`src/rtl/addr_entry_issue.sv`:
```
// addr_entry_issue
//
// Takes entries from the head of an upstream address FIFO and issues them as
// memory requests through a single output register, limiting the number of
// requests in flight to MAX_OUTSTANDING credits. A flush drops the held
// (not yet accepted) request. The block then sits in DRAIN until every
// accepted request has completed, and only then resumes popping.
//
// Ports
//   clk, rst                 clock, synchronous active-high reset
//   fifo_valid/addr/id/
//   fifo_is_store            head entry of the upstream FIFO
//   fifo_pop                 dequeue the head entry this cycle (combinational)
//   req_valid/ready          memory request handshake
//   req_addr/id/is_store     request payload, driven straight from registers
//   rsp_valid                one request completed, returns one credit
//   flush                    discard the held request and drain
//   outstanding              accepted but not yet completed requests
//   idle                     RUN, nothing outstanding, nothing held
module addr_entry_issue #(
  parameter int ADDR_W          = 32,
  parameter int ID_W            = 4,
  parameter int MAX_OUTSTANDING = 4,
  parameter int CNT_W           = $clog2(MAX_OUTSTANDING + 1)
) (
  input  logic              clk,
  input  logic              rst,
  input  logic              fifo_valid,
  input  logic [ADDR_W-1:0] fifo_addr,
  input  logic [ID_W-1:0]   fifo_id,
  input  logic              fifo_is_store,
  output logic              fifo_pop,
  output logic              req_valid,
  input  logic              req_ready,
  output logic [ADDR_W-1:0] req_addr,
  output logic [ID_W-1:0]   req_id,
  output logic              req_is_store,
  input  logic              rsp_valid,
  input  logic              flush,
  output logic [CNT_W-1:0]  outstanding,
  output logic              idle
);

  typedef enum logic {RUN = 1'b0, DRAIN = 1'b1} state_t;

  state_t             state_q, state_d;
  logic               req_valid_q, req_valid_d;
  logic [ADDR_W-1:0]  addr_q;
  logic [ID_W-1:0]    id_q;
  logic               store_q;
  logic [CNT_W-1:0]   out_q, out_d;

  logic [CNT_W:0]     used;
  logic               pop_allowed;
  logic               accept;
  logic               rsp_eff;

  // Credits in use count the held request too, so a held-but-unaccepted
  // request can never push outstanding past the limit once accepted.
  // Registered out_q is used, so a credit returned this cycle is only
  // reusable next cycle.
  assign used        = {1'b0, out_q} + {{CNT_W{1'b0}}, req_valid_q};
  assign pop_allowed = (state_q == RUN) && !flush &&
                       (used < (CNT_W + 1)'(MAX_OUTSTANDING));
  assign fifo_pop    = !rst && fifo_valid && pop_allowed &&
                       (!req_valid_q || req_ready);

  assign accept  = req_valid_q && req_ready;
  // A response with nothing outstanding is a protocol error; it is dropped
  // so the counter saturates at zero.
  assign rsp_eff = rsp_valid && (out_q != '0);

  always_comb begin
    out_d = out_q + CNT_W'(accept) - CNT_W'(rsp_eff);
  end

  // Held request: a pop always refills it (pop implies the slot is empty or
  // being accepted); otherwise flush or acceptance empties it.
  always_comb begin
    req_valid_d = req_valid_q;
    if (fifo_pop) begin
      req_valid_d = 1'b1;
    end else if (flush || accept) begin
      req_valid_d = 1'b0;
    end
  end

  // Leaving DRAIN looks at the next outstanding value, so the response that
  // retires the last request lets the block run in the following cycle.
  always_comb begin
    state_d = state_q;
    case (state_q)
      RUN: begin
        if (flush) state_d = DRAIN;
      end
      DRAIN: begin
        if (!flush && (out_d == '0)) state_d = RUN;
      end
      default: state_d = RUN;
    endcase
  end

  always_ff @(posedge clk) begin
    if (rst) begin
      state_q     <= RUN;
      req_valid_q <= 1'b0;
      out_q       <= '0;
    end else begin
      state_q     <= state_d;
      req_valid_q <= req_valid_d;
      out_q       <= out_d;
    end
  end

  // Payload needs no reset; it is only meaningful while req_valid is high.
  always_ff @(posedge clk) begin
    if (fifo_pop) begin
      addr_q  <= fifo_addr;
      id_q    <= fifo_id;
      store_q <= fifo_is_store;
    end
  end

  assign req_valid    = req_valid_q;
  assign req_addr     = addr_q;
  assign req_id       = id_q;
  assign req_is_store = store_q;
  assign outstanding  = out_q;
  assign idle         = (state_q == RUN) && (out_q == '0) && !req_valid_q;

  always_ff @(posedge clk) begin
    if (!rst) begin
      assert (!(fifo_pop && !fifo_valid))
        else $error("fifo_pop asserted while fifo_valid is low");
      assert (out_q <= CNT_W'(MAX_OUTSTANDING))
        else $error("outstanding exceeds MAX_OUTSTANDING");
      assert (!(rsp_valid && (out_q == '0)))
        else $warning("rsp_valid with no outstanding request, ignored");
    end
  end

endmodule

```
`config.mk`:
```
export PLATFORM = sky130hd
export DESIGN_NAME = addr_entry_issue
export DESIGN_NICKNAME = d
export VERILOG_FILES = /design/src/rtl/addr_entry_issue.sv
export SDC_FILE = /design/constraint.sdc
export NUM_CORES = 1
export LEC_CHECK = 0
export CAP_MARGIN = 20
export CORE_UTILIZATION = 35
export CTS_CLUSTER_SIZE = 12
export DETAILED_ROUTE_END_ITERATION = 7
export GPL_ROUTABILITY_DRIVEN = 0
export PLACE_DENSITY_LB_ADDON = 0.2
export SLEW_MARGIN = 30
export SYNTH_ARGS = -nofsm -noshare
export SYNTH_HDL_FRONTEND = slang
export SYNTH_SLANG_ARGS = --single-unit
```
`constraint.sdc`:
```
create_clock -name clk -period 13.1 [get_ports clk]
set_input_delay 2.62 -clock clk [delete_from_list [all_inputs] [get_ports clk]]
set_output_delay 2.62 -clock clk [all_outputs]
set_load 0.02 [all_outputs]
```
### Word level (Yosys, flattened, before mapping)

Cells that the tools add are included.

| storage, ports and cells | value |
|---|---|
| flip-flop bits (word level) | 42 |
| input port bits | 43 |
| output and inout port bits | 43 |
| logic and storage cells | 35 |

| cells by class | value |
|---|---|
| add/sub/neg operators | 3 |
| order comparisons | 1 |
| muxes and demuxes | 5 |
| bitwise gates (word level) | 1 |
| reductions and logical operators | 19 |

Operators with widths:

| kind | number |
|---|---|
| $logic_and A1 B1 Y1 | 10 |
| $logic_not A3 Y1 | 2 |
| $add A3 B1 Y4 | 1 |
| $lt A4 B3 Y1 const B | 1 |
| $mux W1 | 4 |
| $add A3 B1 Y3 | 1 |
| $logic_not A1 Y1 | 3 |
| $reduce_bool A3 Y1 | 1 |
| $sub A3 B1 Y3 | 1 |
| $logic_or A1 B1 Y1 | 2 |
| $pmux W1 S2 | 1 |
| $reduce_bool A2 Y1 | 1 |
| $not A1 Y1 | 1 |

### Longest topological paths before layout

Gate-level depths: netlist (run 1).

| logic depth | value |
|---|---|
| depth in word-level cells | 7 |
| mapped depth | 10 |
| mapped depth without buffers | 10 |

### Least setup slack after synthesis (run 1)

OpenSTA, ideal clock, no wires.

| timing path | value |
|---|---|
| path type | input to output |
| start point | input port rst |
| end point | output port fifo_pop |
| data arrival time | 5.828 ns |
| required time | 10.480 ns |
| setup slack | 4.652 ns |
| stages | 3 |
| cell sequence | nor2_1 > nand4b_1 > nor3_1 |

| between the ends | value |
|---|---|
| cells in the longest elaborated chain, start to end | 4 |

RTL lines:

| what | RTL line | text |
|---|---|---|
| start: declaration | 27 | `input logic rst,` |
| $logic_not A1 Y1 | n/a |  |
| $logic_and A1 B1 Y1 (3 in series) | 65 | `assign fifo_pop = !rst && fifo_valid && pop_allowed &&` |
| end: declaration | 32 | `output logic fifo_pop,` |

Every way passes these cells.

### Worst setup path in the final report (run 1)

Ends and elaborated chain as after synthesis.

==> out/metrics.csv, run 1 <==
stage,metric,value,unit
detailed_routing,drt-initial-drc-count,55,
layout,syn2layout_area_growth,73.1,%
yosys,ys_ff_latch,42,
detailed_routing,vias,925,
timing,tightest_slew,443,ps
floorplanning,core,0.00377,mm²
clocking,post_cts_resized,0,
layout,antenna_cells,0,
worst_setup_path,path_buf_inv,2,
clocking,clock_sinks,42,
worst_setup_path,cp.required,10480,ps
yosys,synth_nets,116,
global_routing,grt_pass1_wl,4.46,mm
global_routing,antenna_found_initial,0,
floorplanning,start_util,37.5,%
worst_setup_path,crit_chain,clkdlybuf4s50_1 -> nor2_1 -> nand4b_1 -> nor3_2 -> clkdlybuf4s50_1,
worst_setup_path,crit_family,buffers and inverters,
worst_setup_path,critPathLaunch,rst,
worst_setup_path,critPathLaunchType,input pin,
place,port_buffers,85,
worst_hold_path,hp-class,register to register,
floorplanning,die-area,0.00430,mm²
worst_setup_path,path_class,input pin to primary output,
global_routing,gr-total-overflow,0,
place,dp_cells,203,
clocking,cts_buffers,5,
timing,rsz0062_at_grt,false,
clocking,clock_path_buffers,2,
yosys,yosysTopAreaCellShare,78.6,%
worst_setup_path,timing.rr.start,outstanding[1],
worst_hold_path,hold_start,state_q,
clocking,tritoncts,yes,
timing,slew_violations,0,
yosys,synth_edf_count,37,
floorplanning,ioPinCount,86,
layout,drive_gt1_share,7.98,%
yosys,yosys_warnings,0,
pwr,leakagePower,0.000862,µW
clocking,cts.clk_slew.worst_paths,70,ps
pwr,power_density,143,mW/mm²
layout,fill_cells,268,
yosys,synth_cells,69,
worst_setup_path,path_common_cell,clkdlybuf4s50_1,
timing,layout_setup_ws,6110,ps
layout,layout.nets,209,
detailed_routing,firstDrtPassIters,4,
floorplanning,chipHeight,65.6,µm
detailed_routing,routed_wirelength,2.96,mm
global_routing,grtUsageTotal,15.0,%
layout,final_area,0.00245,mm²
outcome,status,finished clean,
timing,fin_crit_sh,53.3,%
place,hpwl,2.31,mm
clocking,cts.htree.levels,2,
floorplanning,rows,22,
timing,timing.fmax,143,MHz
pwr,vdd_ir_drop_max,0.102,mV
floorplanning,die_width,65.6,µm
detailed_routing,drcViolationCount,0,
place,dpl_cell_area,0.00234,mm²
place,dp_slack,6100,ps
flow_run,max_cap_viol_count,0,
yosys,yosys.area.top_type,edfxtp_1,
clocking,cts_hold_buf,0,
detailed_routing,wl_per_cell,14.0,µm
global_routing,grt_max_degree,38,
timing,finalSetupViolations,0,
layout,fin_util,64.9,%
worst_setup_path,cp.arrival,4370,ps
yosys,synth_common_cells,"edfxtp_1 (37), dfxtp_1 (5), ha_1 (3), inv_1 (3), nor2b_1 (3)",
worst_setup_path,cpMaxStageDelayCell,clkdlybuf4s50_1,
yosys,synth_area,0.00141,mm²
detailed_routing,avgViaCountPerCell,4.38,
yosys,yosysSeqAreaShare,85.7,%
yosys,synthFlopType,edfxtp_1,
timing,period_minus_slack,6990,ps
yosys,yosysMostFrequentCell,edfxtp_1,
yosys,synthTopCellsByArea,"edfxtp_1 (79%), dfxtp_1 (7.1%), ha_1 (2.7%)",
worst_setup_path,cp_max_fo,5,
layout,layout.cells.non_filler,211,
timing,skew,5.00,ps
clocking,post_cts_buffers,0,
global_routing,first_global_vias,897,
worst_setup_path,max_stage_delay,670,ps
worst_setup_path,worst_setup_path_end_kind,primary output,
timing,timing.setup.tns,0,ps
timing,hold_viol,0,
clocking,clock_latency,280,ps
clocking,root_buffer,clkbuf_8,
yosys,syn_area_per_cell,20.5,µm²
timing,max_slew_margin,70.5,%
yosys,yosysUniqueCellTypes,20,
detailed_routing,ant_nets,0,
yosys,async_flop_share,0,%
[sequential cells by signal (all words and copies together), names as in the netlist]
| signal | count |
|---|---|
| req_addr | 32 |
| req_is_store | 1 |
| outstanding | 3 |
| req_id | 4 |
| req_valid | 1 |
| state_q | 1 |
[final timing paths]
kind | endpoint | slack (ps) | cells after the start
worst max-delay path | fifo_pop | 6110 | 5
worst min-delay path | state_q | 530 | 2
worst max register to register | state_q | 10740 | 10
worst min register to register | state_q | 530 | 2
[final cells by class]
type,count,area (µm²),share of cell area [%]
flip-flops and latches,42,1210,49.5
repair buffers,86,858,35.1
multi-input cells,24,196,8.03
clock buffers,6,72.6,2.97
well taps,48,60.1,2.45
clock inverters,2,37.5,1.53
inverters,3,11.3,0.460
[where the power goes]
group	switching (µW)	total [µW]	internal (µW)
clock network	40.9	97.7	56.8
logic	38.7	87.9	49.2
registers	7.77	165	157
total	87.3	350	263
[per-stage QoR]
stage | total power (µW) | hold slack, ps
6_report | 350 | 527
5_1_grt | 370 | 538
4_1_cts | 355 | 521
3_5_place_dp | 257 | 511
3_3_place_gp | 254 | 498
2_1_floorplan | 215 | 466
[layer usage]
metal	vias to the layer above	routed length, µm	track usage (%)
li1	441	-	-
met1	425	1200	18.7
met2	53	1440	21.9
met3	6	257	5.90
met4	0	62	8.97
met5	-	0	0
[worst min-delay path: stages (launching register included)]
cell     delay, ps
dfxtp_1        340
o21ai_0         80
a21oi_1         60
[logic make-up after synthesis]
group | synth area share (%)
compound gates | 1.59
xor+xnor | 1.24
fa+ha+maj | 4.07
buf+inv | 0.796
flops | 85.7
simple gates | 6.64
[cells in the final DEF (no fill, tap or decap), types with 2 or more instances in the layout]
cell,count
nand2_1,2
nor2b_1,3
ha_1,3
clkdlybuf4s50_1,85
inv_1,3
dfxtp_1,5
edfxtp_1,37
nor2_1,2
nor3_2,2
nand3_1,2
clkbuf_8,5
Power figures use the tool's default switching activity.
==> inputs of run 2 (changes only) <==
==> constraint.sdc (replaced) <==
create_clock -name clk -period 7.3 [get_ports clk]
set_input_delay 1.46 -clock clk [delete_from_list [all_inputs] [get_ports clk]]
set_output_delay 1.46 -clock clk [all_outputs]
set_load 0.02 [all_outputs]
==> run 2 against run 1 <==
Power up 91%. First-iteration DRC count down 22%. Setup slack worse by 3500 ps. Critical path depth unchanged. Largest cell class unchanged. Critical path type unchanged. Sequential cell count unchanged. Non-clock buffer count unchanged. Clock skew about the same. Utilization up 0.60 points.
==> out/metrics.csv, run 2 (same netlist as run 1, synthesis figures left out) <==
stage,metric,value,unit,change
pwr,vdd_ir_drop_max,0.152,mV,+49%
detailed_routing,drcViolationCount,0,,unchanged
clocking,clock_path_buffers,2,,unchanged
floorplanning,chipHeight,65.6,µm,unchanged
worst_setup_path,worst_setup_path_end_kind,primary output,,
floorplanning,die_width,65.6,µm,unchanged
global_routing,gr-total-overflow,0,,unchanged
layout,layout_commonest_cell,clkdlybuf4s50_1,,
timing,tightest_slew,447,ps,+3.97 ps
detailed_routing,wl_met1,1.32,mm,+9.8%
pwr,p_int,506,µW,+92%
pwr,swShare,24.4,%,-0.54 points
timing,rsz0062_at_grt,false,,
pwr,net-switching-power,163,µW,+87%
global_routing,first_global_vias,884,,-1.4%
detailed_routing,routed_wirelength,3.10,mm,+4.6%
timing,period_minus_slack,4710,ps,
clocking,post_cts_resized,0,,unchanged
detailed_routing,wl_per_cell,14.7,µm,+4.6%
layout,layout.nets,209,,unchanged
detailed_routing,avgViaCountPerCell,4.38,,-0.11%
timing,hold_viol,0,,unchanged
outcome,status,finished clean,,
worst_hold_path,hp-class,register to register,,
clocking,root_buffer,clkbuf_8,,
clocking,clock_sinks,42,,unchanged
pwr,leakagePower,0.000876,µW,+1.7%
worst_setup_path,cp_max_fo,5,,unchanged
worst_hold_path,hold_start,state_q,,
timing,finalSetupViolations,0,,unchanged
worst_hold_path,hold_end,state_q,,
worst_setup_path,cp.arrival,3250,ps,-1120 ps
clocking,cts.htree.levels,2,,unchanged
layout,layout_common_cells,"clkdlybuf4s50_1 (85), edfxtp_1 (37), clkbuf_8 (5), dfxtp_1 (5)",,
clocking,cts.clk_slew.worst_paths,70,ps,about the same
layout,fill_cells,262,,-2.2%
floorplanning,rows,22,,unchanged
global_routing,grt_max_degree,38,,unchanged
worst_setup_path,reg2reg_depth,10,,unchanged
timing,slew_violations,0,,unchanged
timing,max_slew_margin,70.2,%,-0.26 points
detailed_routing,drt-initial-drc-count,43,,-22%
place,hpwl,2.38,mm,+2.9%
detailed_routing,firstDrtPassIters,3,,-1
pwr,combinationalPowerShare,24.0,%,-1.1 points
pwr,power_density,271,mW/mm²,+89%
floorplanning,ioPinCount,86,,unchanged
detailed_routing,wl_met2,1.49,mm,+3.6%
global_routing,antenna_found_initial,0,,unchanged
timing,timing.setup.tns,0,ps,unchanged
detailed_routing,route.met3.wl,216,µm,-16%
floorplanning,core,0.00377,mm²,unchanged
floorplanning,die-area,0.00430,mm²,unchanged
clocking,tritoncts,yes,,
floorplanning,start_util,37.5,%,unchanged
worst_setup_path,critPathLaunchType,input pin,,
detailed_routing,vias,924,,-0.11%
timing,skew,5.20,ps,+0.196 ps
layout,fin_util,65.5,%,+0.60 points
worst_setup_path,rrSetupSlack,4900,ps,-5840 ps
place,port_buffers,85,,unchanged
layout,largest_register_ffs,32,,unchanged
worst_setup_path,path_class,input pin to primary output,,
layout,syn2layout_area_growth,74.7,%,
pwr,p_clk_share,31.7,%,+3.8 points
timing,timing.fmax,212,MHz,
worst_setup_path,rr_endpoint,state_q,,
timing,fin_crit_sh,64.5,%,
detailed_routing,ant_nets,0,,unchanged
worst_hold_path,hold_depth,2,,unchanged
global_routing,grt_pass1_wl,4.41,mm,-1.2%
detailed_routing,top_layer_used,met4,,
clocking,cts_hold_buf,0,,unchanged
worst_setup_path,cp.required,5840,ps,-4640 ps
pwr,p_seq_share,44.3,%,-2.7 points
layout,drive_gt1_share,7.98,%,unchanged
clocking,post_cts_buffers,0,,unchanged
global_routing,grtUsageTotal,14.7,%,-0.36 points
worst_setup_path,timing.rr.start,outstanding[1],,
flow_run,max_cap_viol_count,0,,unchanged
clocking,cts_buffers,5,,unchanged
layout,antenna_cells,0,,unchanged
clocking,clock_latency,290,ps,about the same
run 2: through the flow:
stage	hold slack [ps]	area (µm²)	power [µW]	setup WS [ps]	cells
finish	579	2470	669	2590	211
global route	590	2470	694	2510	211
CTS	566	2470	674	2540	211
detailed placement	553	2340	463	2540	203
global placement	498	2340	456	2630	203
floorplan	466	1410	386	1170	69
run 2: power by group through the flow:
stage | Combinational [µW] | Clock (µW) | Sequential [µW]
detailed placement | 161 | 0 | 302
CTS | 161 | 216 | 297
global route | 173 | 223 | 299
global placement | 156 | 0 | 301
finish | 160 | 212 | 297
floorplan | 64.7 | 0 | 321
run 2: final cells by class:
cell class | count | area [µm²] | share of cell area (%)
repair buffers | 86 | 858 | 34.8
clock inverters | 3 | 63.8 | 2.58
multi-input cells | 24 | 196 | 7.95
clock buffers | 5 | 68.8 | 2.79
inverters | 3 | 11.3 | 0.456
flip-flops and latches | 42 | 1210 | 49.0
well taps | 48 | 60.1 | 2.43
run 2: critical path, stage by stage:
cell and delay [ps]:
clkdlybuf4s50_1 480, nor2_1 220, nand4b_1 190, nor3_2 240, clkdlybuf4s50_1 650
run 2: per-layer routing:
layer | vias to the layer above | GRT usage [%]
met2 | 49 | 22.9
met3 | 7 | 3.47
met5 | - | 0
met4 | 0 | 8.97
met1 | 425 | 18.3
li1 | 443 | -
run 2: how the worst max path moves through the flow:
stage                     from        to  slack, ps
after floorplan            rst  fifo_pop       1170
after global placement     rst  fifo_pop       2630
after detailed placement   rst  fifo_pop       2540
after CTS                  rst  fifo_pop       2540
after global routing       rst  fifo_pop       2510
final                      rst  fifo_pop       2590
==> inputs of run 3 (changes only) <==
==> constraint.sdc (replaced) <==
create_clock -name clk -period 4.9 [get_ports clk]
set_input_delay 0.98 -clock clk [delete_from_list [all_inputs] [get_ports clk]]
set_output_delay 0.98 -clock clk [all_outputs]
set_load 0.02 [all_outputs]
==> run 3 against run 2 <==
Sequential share of layout area down 0.22 points. Register-to-register slack worse by 2400 ps. Via count down 0.54%. Sequential power up 48%. Global-route usage down 0.11 points. Combinational power up 48%. Critical path depth unchanged. Routed wire length down 4.2%. First-iteration DRC count up 26%. Final area up 0.46%. Clock power up 50%. Highest routed layer unchanged.
==> out/metrics.csv, run 3 (same netlist as run 1, synthesis figures left out) <==
stage,metric,value,unit,change
detailed_routing,firstDrtPassIters,2,,-1
pwr,power_density,402,mW/mm²,+48%
clocking,root_buffer,clkbuf_8,,
pwr,p_seq_share,44.2,%,about the same
place,dp_cells,203,,unchanged
place,dpl_cell_area,0.00234,mm²,+0.27%
layout,largest_register_ffs,32,,unchanged
worst_setup_path,path_buf_inv,2,,unchanged
global_routing,antenna_found_initial,0,,unchanged
worst_setup_path,cp.arrival,2720,ps,-530 ps
floorplanning,die-area,0.00430,mm²,unchanged
detailed_routing,avgViaCountPerCell,4.36,,-0.54%
floorplanning,die_width,65.6,µm,unchanged
detailed_routing,vias,919,,-0.54%
layout,layout_commonest_cell,clkdlybuf4s50_1,,
worst_setup_path,path_common_cell,clkdlybuf4s50_1,,
clocking,post_cts_buffers,0,,unchanged
global_routing,grt_pass1_wl,4.31,mm,-2.2%
timing,fin_crit_sh,75.5,%,
place,hpwl,2.27,mm,-4.3%
floorplanning,core,0.00377,mm²,unchanged
floorplanning,chipHeight,65.6,µm,unchanged
place,port_buffers,85,,unchanged
floorplanning,start_util,37.5,%,unchanged
pwr,p_int,756,µW,+49%
outcome,status,finished clean,,
global_routing,grtUsageTotal,14.6,%,-0.11 points
pwr,total_power,997,µW,+49%
worst_setup_path,critPathLaunchType,input pin,,
pwr,leakagePower,0.000875,µW,-0.11%
worst_hold_path,hp-class,register to register,,
layout,layout_common_cells,"clkdlybuf4s50_1 (85), edfxtp_1 (37), clkbuf_8 (5), dfxtp_1 (5)",,
timing,timing.fmax,270,MHz,
worst_setup_path,crit_chain,clkdlybuf4s50_1 -> nor2_1 -> nand4b_1 -> nor3_4 -> clkdlybuf4s50_1,,
timing,hold_viol,0,,unchanged
clocking,clock_sinks,42,,unchanged
detailed_routing,drcViolationCount,0,,unchanged
global_routing,grt_max_degree,38,,unchanged
timing,slew_violations,0,,unchanged
floorplanning,rows,22,,unchanged
global_routing,gr-total-overflow,0,,unchanged
timing,max_slew_margin,69.5,%,-0.73 points
layout,fin_util,65.8,%,+0.30 points
worst_setup_path,crit_family,buffers and inverters,,
clocking,cts.clk_slew.worst_paths,80,ps,about the same
flow_run,max_cap_viol_count,0,,unchanged
layout,final_area,0.00248,mm²,+0.46%
timing,skew,6.96,ps,+1.76 ps
clocking,cts_hold_buf,0,,unchanged
pwr,p_clk_share,32.0,%,+0.3 points
worst_setup_path,cp_max_fo,5,,unchanged
detailed_routing,routed_wirelength,2.97,mm,-4.2%
clocking,clock_latency,290,ps,about the same
pwr,swShare,24.2,%,-0.20 points
detailed_routing,drt-initial-drc-count,54,,+26%
worst_setup_path,cpMaxStageDelayCell,clkdlybuf4s50_1,,
clocking,post_cts_resized,0,,unchanged
layout,layout.nets,209,,unchanged
pwr,vdd_ir_drop_max,0.213,mV,+40%
timing,finalSetupViolations,0,,unchanged
floorplanning,ioPinCount,86,,unchanged
layout,layout.cells.non_filler,211,,unchanged
layout,syn2layout_area_growth,75.5,%,
layout,drive_gt1_share,8.59,%,+0.61 points
detailed_routing,wl_per_cell,14.1,µm,-4.2%
clocking,cts.htree.levels,2,,unchanged
worst_setup_path,max_stage_delay,660,ps,about the same
global_routing,first_global_vias,903,,+2.1%
timing,period_minus_slack,3700,ps,
clocking,cts_buffers,5,,unchanged
timing,timing.setup.tns,0,ps,unchanged
timing,rsz0062_at_grt,false,,
timing,tightest_slew,458,ps,+11.0 ps
clocking,clock_path_buffers,2,,unchanged
worst_setup_path,path_class,input pin to primary output,,
worst_setup_path,worst_setup_path_end_kind,primary output,,
pwr,net-switching-power,241,µW,+48%
clocking,tritoncts,yes,,
detailed_routing,ant_nets,0,,unchanged
layout,antenna_cells,0,,unchanged
worst_setup_path,cp.required,3920,ps,-1920 ps
pwr,combinationalPowerShare,23.8,%,-0.2 points
-- run 3: metal layers --
metal / routed length [µm] / share of wire [%] / GRT usage [%] / vias to the layer above
met2: 1520 / 51 / 24.5 / 48
met3: 206 / 6.9 / 4.69 / 7
met4: 51 / 1.7 / 8.15 / 0
met5: 0 / 0 / 0 / -
met1: 1180 / 40 / 16.2 / 424
li1: - / - / - / 440
-- run 3: through the flow --
step / setup slack (ps) / hold WS (ps)
final: 1200 / 539
after floorplan: 970 / 466
after CTS: 1180 / 536
after global placement: 1240 / 501
after global routing: 1100 / 585
after detailed placement: 1180 / 520
-- run 3: cell type report --
| type | instances | area [µm²] |
|---|---|---|
| clock buffer | 5 | 68.8 |
| clock inverter | 3 | 68.8 |
| fill | 262 | 1290 |
| inverter | 3 | 11.3 |
| multi-input combinational | 24 | 203 |
| sequential | 42 | 1210 |
| tap | 48 | 60.1 |
| timing repair buffer | 86 | 858 |
-- run 3: power groups by stage --
stage                     Combinational [µW]  Sequential, µW  Clock [µW]
after global placement                   233             448           0
after detailed placement                 240             449           0
after global routing                     257             444         339
after CTS                                241             441         328
after floorplan                         97.2             477           0
final                                    237             440         319
-- run 3: final timing paths --
| kind | cells after the start | slack, ps | endpoint | startpoint |
|---|---|---|---|---|
| max | 5 | 1200 | fifo_pop | rst |
| min | 2 | 540 | state_q | state_q |
| max reg2reg | 10 | 2520 | state_q | outstanding[1] |
| min reg2reg | 2 | 540 | state_q | state_q |
-- run 3: worst min-delay path: cells and delay by family (launching register included) --
| kind | cells | cell delay, ps |
|---|---|---|
| AO/OA/AOI/OAI | 2 | 160 |
| flip-flops | 1 | 340 |
